`config.mk`:
```
export PLATFORM = sky130hd
export DESIGN_NAME = gray_addsub_pipe
export DESIGN_NICKNAME = d
export VERILOG_FILES = /design/src/rtl/gray_addsub_pipe.sv
export SDC_FILE = /design/constraint.sdc
export NUM_CORES = 1
export LEC_CHECK = 0
export ABC_CLOCK_PERIOD_IN_PS = 2500
export CAP_MARGIN = 20
export CORE_MARGIN = 8
export CORE_UTILIZATION = 44
export DETAILED_ROUTE_END_ITERATION = 16
export PLACE_DENSITY = 0.76
export SLEW_MARGIN = 20
export SYNTH_ARGS = -nofsm -noshare
export SYNTH_HDL_FRONTEND = slang
export SYNTH_SLANG_ARGS = --single-unit
```
`constraint.sdc`:
```
create_clock -name clk -period 2.5 [get_ports clk]
set_input_delay 0.5 -clock clk [delete_from_list [all_inputs] [get_ports clk]]
set_output_delay 0.5 -clock clk [all_outputs]
set_load 0.02 [all_outputs]
```
`src/rtl/gray_addsub_pipe.sv`:
```
// ============================================================================
// gray_addsub_pipe : 2-stage elastic add/sub with Gray-coded result + accum.
// Rev 1.0
// ============================================================================
`default_nettype none

module gray_addsub_pipe #(
    parameter int WIDTH = 8
) (
    input  logic             clk,
    input  logic             rst_n,
    input  logic             in_valid,
    output logic             in_ready,
    input  logic [WIDTH-1:0] A,
    input  logic [WIDTH-1:0] B,
    input  logic             mode,
    input  logic             acc_en,
    input  logic             acc_clr,
    output logic             out_valid,
    input  logic             out_ready,
    output logic [WIDTH:0]   grayCode,
    output logic [WIDTH:0]   binOut,
    output logic             ovf,
    output logic [WIDTH-1:0] acc
);

    localparam int MSB = WIDTH - 1;

    logic             s1_valid_q, s1_valid_d;
    logic [WIDTH:0]   s1_res_q,   s1_res_d;
    logic             s1_ovf_q,   s1_ovf_d;
    logic             out_valid_q, out_valid_d;
    logic [WIDTH:0]   gray_q,     gray_d;
    logic [WIDTH:0]   bin_q,      bin_d;
    logic             ovf_q,      ovf_d;
    logic [WIDTH-1:0] acc_q,      acc_d;

    logic             w_adv1, w_adv2, w_in_xfer;
    logic [WIDTH-1:0] w_opa, w_opb;
    logic [WIDTH:0]   w_res;
    logic             w_ovf;

    assign w_adv2    = !out_valid_q || out_ready;
    assign w_adv1    = !s1_valid_q || w_adv2;
    assign w_in_xfer = in_valid && w_adv1;

    always_comb begin
        w_opa = acc_en ? acc_q : A;
        w_opb = mode ? ~B : B;
        w_res = {1'b0, w_opa} + {1'b0, w_opb} + {{WIDTH{1'b0}}, mode};
        w_ovf = (w_opa[MSB] == w_opb[MSB]) && (w_res[MSB] != w_opa[MSB]);
    end

    always_comb begin
        s1_valid_d  = s1_valid_q;
        s1_res_d    = s1_res_q;
        s1_ovf_d    = s1_ovf_q;
        out_valid_d = out_valid_q;
        gray_d      = gray_q;
        bin_d       = bin_q;
        ovf_d       = ovf_q;
        acc_d       = acc_q;

        // Operand data is only captured on a real transfer so idle inputs never leak in.
        if (w_adv1) begin
            s1_valid_d = w_in_xfer;
            if (w_in_xfer) begin
                s1_res_d = w_res;
                s1_ovf_d = w_ovf;
            end
        end

        if (w_adv2) begin
            out_valid_d = s1_valid_q;
            if (s1_valid_q) begin
                bin_d  = s1_res_q;
                gray_d = s1_res_q ^ (s1_res_q >> 1);
                ovf_d  = s1_ovf_q;
            end
        end

        // Clear wins over write-back; the current beat has already used the old value.
        if (acc_clr) begin
            acc_d = '0;
        end else if (w_in_xfer && acc_en) begin
            acc_d = w_res[WIDTH-1:0];
        end
    end

    always_ff @(posedge clk) begin
        if (!rst_n) begin
            s1_valid_q  <= 1'b0;
            s1_res_q    <= '0;
            s1_ovf_q    <= 1'b0;
            out_valid_q <= 1'b0;
            gray_q      <= '0;
            bin_q       <= '0;
            ovf_q       <= 1'b0;
            acc_q       <= '0;
        end else begin
            s1_valid_q  <= s1_valid_d;
            s1_res_q    <= s1_res_d;
            s1_ovf_q    <= s1_ovf_d;
            out_valid_q <= out_valid_d;
            gray_q      <= gray_d;
            bin_q       <= bin_d;
            ovf_q       <= ovf_d;
            acc_q       <= acc_d;
        end
    end

    assign in_ready  = w_adv1;
    assign out_valid = out_valid_q;
    assign grayCode  = gray_q;
    assign binOut    = bin_q;
    assign ovf       = ovf_q;
    assign acc       = acc_q;

endmodule

`default_nettype wire

```
==> results of run 1 <==
logic make-up after synthesis:
| family | after synthesis | synth area share [%] |
|---|---|---|
| buffers and inverters | 16 | 3.50 |
| adder cells (fa/ha/maj) | 8 | 5.19 |
| AND/OR/NAND/NOR | 88 | 20.3 |
| AO/OA/AOI/OAI | 57 | 21.2 |
| XOR/XNOR | 19 | 8.02 |
| flip-flops | 38 | 36.7 |
| multiplexers | 9 | 5.07 |
Yosys cell counts (all sizes together) (6+ instances only):
library cell / number / area (µm²)
a21boi: 15 / 113
xnor2: 11 / 96.3
a21oi: 6 / 30.0
clkbuf: 9 / 33.8
dfxtp: 38 / 761
o21ai: 8 / 43.8
nand3: 13 / 65.1
nand2: 44 / 165
o211a: 9 / 90.1
mux2: 9 / 105
xor2: 8 / 70.1
ha: 7 / 87.6
flip-flops by register name, indices dropped and copies added (netlist names):
signal,flops
s1_ovf_q,1
acc,8
s1_res_q,9
out_valid,1
grayCode,9
s1_valid_q,1
binOut,8
ovf,1
critical path, stage by stage:
cell	delay [ns]
clkdlybuf4s50_1	0.48
buf_4	0.17
buf_4	0.15
xor2_1	0.16
ha_1	0.22
a21o_1	0.18
a21o_1	0.17
a21oi_1	0.23
and2_4	0.21
o311ai_2	0.09
layer usage:
metal	global-route usage, %	up-vias
met5	0	-
met4	7.44	0
met3	3.71	8
met2	23.4	40
met1	15.2	861
li1	-	957
power breakdown:
group          switching (mW)  total, mW  internal, mW
clock network           0.211      0.433         0.222
logic                   0.210      0.444         0.234
registers              0.0381      0.685         0.647
worst min-delay path by stage:
stage               startpoint        end  depth (start not counted)
floorplan             s1_ovf_q        ovf                          2
global placement     binOut[7]  binOut[7]                          2
detailed placement   binOut[7]  binOut[7]                          2
CTS                  binOut[7]  binOut[7]                          2
global route         binOut[2]  binOut[2]                          2
finish               binOut[2]  binOut[2]                          2
stage by stage:
stage	total power, mW	instances
after global routing	1.65	358
after detailed placement	1.14	350
after global placement	1.13	350
after CTS	1.58	358
after floorplan	0.967	235
final	1.56	358
cells in the final DEF, fill, tap and decap left out, types with 2 or more instances in the layout:
| cell type | netlist | final |
|---|---|---|
| nor3_1 | 3 | 3 |
| and3_1 | 3 | 3 |
| o21ai_1 | 0 | 2 |
| o31ai_1 | 2 | 2 |
| nand2b_1 | 3 | 3 |
| xnor2_1 | 11 | 11 |
| nand3b_1 | 2 | 2 |
| and2_1 | 4 | 4 |
| o21a_1 | 3 | 3 |
| nor3b_1 | 2 | 2 |
| dfxtp_1 | 38 | 38 |
| o21ai_0 | 7 | 5 |
| nor2_1 | 5 | 5 |
| a21oi_1 | 6 | 5 |
| o211a_1 | 9 | 9 |
| o211ai_1 | 5 | 5 |
| inv_1 | 3 | 3 |
| a21o_1 | 3 | 3 |
| a21boi_0 | 15 | 15 |
| buf_4 | 1 | 23 |
| xor2_1 | 8 | 8 |
| nand2_1 | 44 | 44 |
| nor2b_1 | 2 | 2 |
| nand3_1 | 13 | 13 |
| ha_1 | 7 | 6 |
| or3_1 | 3 | 3 |
| mux2_2 | 8 | 8 |
| clkbuf_8 | 0 | 6 |
| clkdlybuf4s50_1 | 0 | 50 |
what timing repair did:
action / CTS / global route
pin swaps: 0 / 3
resized for setup: 1 / 4
setup buffers: 0 / 0
endpoints found under the setup margin: 12 / 3
area by class of cell:
class	instances	area share, %
Inverter	3	0.393
Clock inverter	1	0.175
Sequential cell	38	26.6
Timing Repair Buffer	74	23.8
Tap cell	54	2.36
Clock buffer	7	3.02
Multi-Input combinational cell	181	43.7
==> flow_summary.yaml, run 1 <==
run_status:
  status: "complete, no violations"
layout:
  final_nets: 334
  multi_input_area_um2: 1250
  seq_area_um2: 761
  drive_gt1_share_pct: 15.8
  fin_area_um2: 2860
  post-route-util_pct: 61.8
  num_antenna_cells: 0
  fillers: 408
  area_growth_pct: 38.0
min_path:
  min-delay-path-class: "flip-flop to flip-flop"
placed_design:
  dpl-instance-area_um2: 2770
  dpl.hpwl_um: 3850
  port_buffers: 51
  place_ws_ns: -0.492
  gp_congestion: 0.833
floorplanning:
  fp.dieArea_um2: 7170
  io-pin-count: 52
  rows: 25
  core-area_um2: 4630
  initial_core_util_pct: 44.8
  die_h_um: 84.7
  die_w_um: 84.7
synthesis:
  syn_area_um2: 2070
  synthesis.nets: 266
  synth_cell_types: 43
  synth_flop_cell: "dfxtp_1"
  async_flop_share_pct: 0
  yosysWarnings: 0
  yosysSeqAreaShare_pct: 36.7
  synth_seq_cells: 38
  synth_cells: 235
  synth_edf_count: 0
  postSynthAreaPerCell_um2: 8.83
worst_setup_path:
  required_ns: 2.67
  rrSetupSlack_ns: 0.39
  setup.worst_path.start: "mode"
  cp_max_fo: 4
  r2r_end: "acc[6]"
  worst_ep_arrival_time_ns: 2.57
  startpoint_type: "input pin"
  worst_setup_path_end_kind: "flip-flop"
  reg2regPathDepth: 8
  path_class: "input pin to flip-flop"
  critPathCapture: "s1_res_q[7]"
  timing.rr.start: "acc[0]"
timing:
  maxSlewViolCount: 0
  rsz0062_at_grt: "true"
  finalHoldViolations: 0
  timing.hold.ws_ns: 0.465
  setup_viol: 0
  skew_ns: 0.00329
  relSlewSlack_pct: 71.3
  tightestPinTransition_ns: 0.430
  tns_ns: 0
  fin_crit_ns: 2.40
  finalCritPeriodShare_pct: 95.9
  clock.fmax_mhz: 417
  worst_slack_ns: 0.101
routing:
  initialDrtViolationCount: 44
  drc: 0
  vias_per_cell: 5.21
  firstDrtPassIters: 4
  wl_met2_um: 2380
  wl_met1_um: 2120
  wl_per_cell_um: 13.5
  routed-wl-met3_um: 244
  routed_wl_um: 4840
  vias: 1866
  postRouteAntennaNets: 0
  top_layer_used: "met4"
global_routing:
  grt_overflow_total: 0
  grt_pass1_vias: 1865
  grt_max_degree: 27
  track_usage_pct: 13.8
  antenna_found_initial: 0
  grt_pass1_wl_um: 8270
power:
  powerDensity_nw_per_um2: 546
  ir_drop_uv: 262
  p_leak_nw: 1.19
clock_tree:
  cts_made_buffers: 5
  cts_tree: "built"
  hold_buffers: 0
  cts.sinks: 38
  clk_latency_ns: 0.29
  h-tree-depth: 2
  root_buffer: "clkbuf_8"
  clock_tree.buffer_depth: 2
  clk_pin_slew_ns: 0.07
job:
  max_cap_viol_count: 0
(Power assumes the default switching activity.)
==> run 2: changes to the inputs <==
- ABC_CLOCK_PERIOD_IN_PS: 2500 -> 2950
- CORE_UTILIZATION: 44 -> 53
- PLACE_DENSITY: 0.76 -> 0.85
- clock period: 2.5 -> 2.95 ns (I/O delays scaled with it)
==> run 2 against run 1 <==
Effect of this change: cell area fell by 2.1%; routed wire length decreased by 0.27%; clock-buffer cell count fell by 2; worst hold slack lost 0.0040 ns; sequential power shrank 15%; via count rose by 1.2%; worst setup slack gained 0.027 ns; critical endpoint is now acc[6].
==> flow_summary.yaml, run 2 (synthesis gave the netlist of run 1 again) <==
run_status:
  status: "complete, no violations"
worst_setup_path:
  cp_max_fo: 2
  path_class: "input pin to flip-flop"
  rrSetupSlack_ns: 0.71
  startpoint_type: "input pin"
  crit_slowest_cell: "clkdlybuf4s50_1"
  required_ns: 3.14
  crit_chain: "clkdlybuf4s50_1 -> mux2_4 -> mux2_2 -> fa_1 -> a21o_1 -> a21oi_2 -> o21a_1 -> o211ai_1 -> o31ai_1"
  worst_ep_arrival_time_ns: 3.01
  max_stage_delay_ns: 0.55
  worst_setup_path_end_kind: "flip-flop"
  timing.rr.start: "acc[0]"
  r2r_end: "acc[6]"
  reg2regPathDepth: 8
min_path:
  min-delay-start: "binOut[1]"
  min-delay-path-class: "flip-flop to flip-flop"
  min_to: "binOut[1]"
  holdPathStages: 2
timing:
  fin_crit_ns: 2.82
  finalCritPeriodShare_pct: 95.6
  maxSlewViolCount: 0
  setup_viol: 0
  rsz0062_at_grt: "false"
  finalHoldViolations: 0
  tightestPinTransition_ns: 0.493
  relSlewSlack_pct: 67.1
  skew_ns: 0.00625
  timing.hold.ws_ns: 0.461
  clock.fmax_mhz: 354
placed_design:
  gp_congestion: 0.888
  port_buffers: 51
  dpl-instance-area_um2: 2720
  dpl.hpwl_um: 3750
global_routing:
  use_met1_pct: 20.0
  grt_pass1_wl_um: 8120
  grt_busiest_layer: "met2"
  antenna_found_initial: 0
  track_usage_pct: 15.8
  met2_usage_pct: 25.8
  use_met3_pct: 3.76
  grt_overflow_total: 0
  grt_max_degree: 27
  grt_pass1_vias: 1733
routing:
  vias_per_cell: 5.46
  firstDrtPassIters: 4
  vias: 1888
  postRouteAntennaNets: 0
  routed_wl_um: 4830
  drc: 0
  initialDrtViolationCount: 71
  wl_per_cell_um: 13.9
floorplanning:
  rows: 22
  die_w_um: 78.6
  core-area_um2: 3720
  die_h_um: 78.6
  initial_core_util_pct: 55.8
  io-pin-count: 52
  fp.dieArea_um2: 6170
power:
  p_leak_nw: 1.16
  powerDensity_nw_per_um2: 460
  ir_drop_uv: 214
layout:
  multi_input_area_um2: 1240
  layout_commonest_cell: "clkdlybuf4s50_1"
  mostFrequentLayoutCells: "51 x clkdlybuf4s50_1, 44 x nand2_1, 38 x dfxtp_1"
  final_nets: 329
  fin_area_um2: 2800
  seq_area_um2: 761
  area_growth_pct: 35.0
  num_antenna_cells: 0
  drive_gt1_share_pct: 13.8
  fillers: 294
clock_tree:
  clk_latency_ns: 0.28
  cts_tree: "built"
  post_cts_buffers: 0
  cts_made_buffers: 5
  clk_pin_slew_ns: 0.07
  clock_tree.buffer_depth: 2
  root_buffer: "clkbuf_8"
  h-tree-depth: 2
  cts.sinks: 38
job:
  max_cap_viol_count: 0
## run 2: worst max-delay path by stage
stage / startpoint / end / slack [ns] / cells after the start
after CTS: acc_en / acc[6] / 0.13 / 9
after floorplan: acc_en / acc[6] / 0.30 / 9
after detailed placement: acc_en / acc[6] / -0.16 / 9
after global placement: acc_en / acc[6] / -0.09 / 9
after global routing: acc_en / acc[6] / 0.08 / 9
final: acc_en / acc[6] / 0.13 / 9
## run 2: cell type report
cell class	instances	area share, %
clock inverter	2	0.357
inverter	3	0.402
sequential	38	27.2
timing repair buffer	69	23.0
multi-input combinational	181	44.4
tap	48	2.14
clock buffer	5	2.46
## run 2: metal layers
layer	up-vias	share of wire [%]
met4	0	1.7
met3	9	5.8
met2	57	45
li1	949	-
met1	873	47
met5	-	0
## run 2: where the power goes
| group | switching (mW) | internal, mW |
|---|---|---|
| Clock | 0.173 | 0.159 |
| Sequential | 0.0321 | 0.548 |
| Combinational | 0.179 | 0.197 |
| Total | 0.384 | 0.904 |
## run 2: repair_timing
action | 4_1_cts | 5_1_grt
endpoints found under the hold margin | 0 | 0
hold buffers | 0 | 0
endpoints found under the setup margin | 0 | 2
gates resized for setup | 0 | 1
## run 2: critical path: cells and delay by family
family | cells | cell delay [ns]
compound gates | 5 | 0.88
buf+inv | 1 | 0.55
fa+ha+maj | 1 | 0.38
mux | 2 | 0.61
## run 2: per-stage QoR
step                instances  setup TNS [ns]  total power [mW]  utilization (%)  worst slack, ns
floorplan                 235               0             0.818                -            0.303
global placement          339          -0.287             0.955             73.2          -0.0948
detailed placement        339          -0.655             0.964             73.2           -0.156
CTS                       346               0              1.30             75.3            0.130
global route              346               0              1.36             75.4           0.0817
finish                    346               0              1.29             75.4            0.128
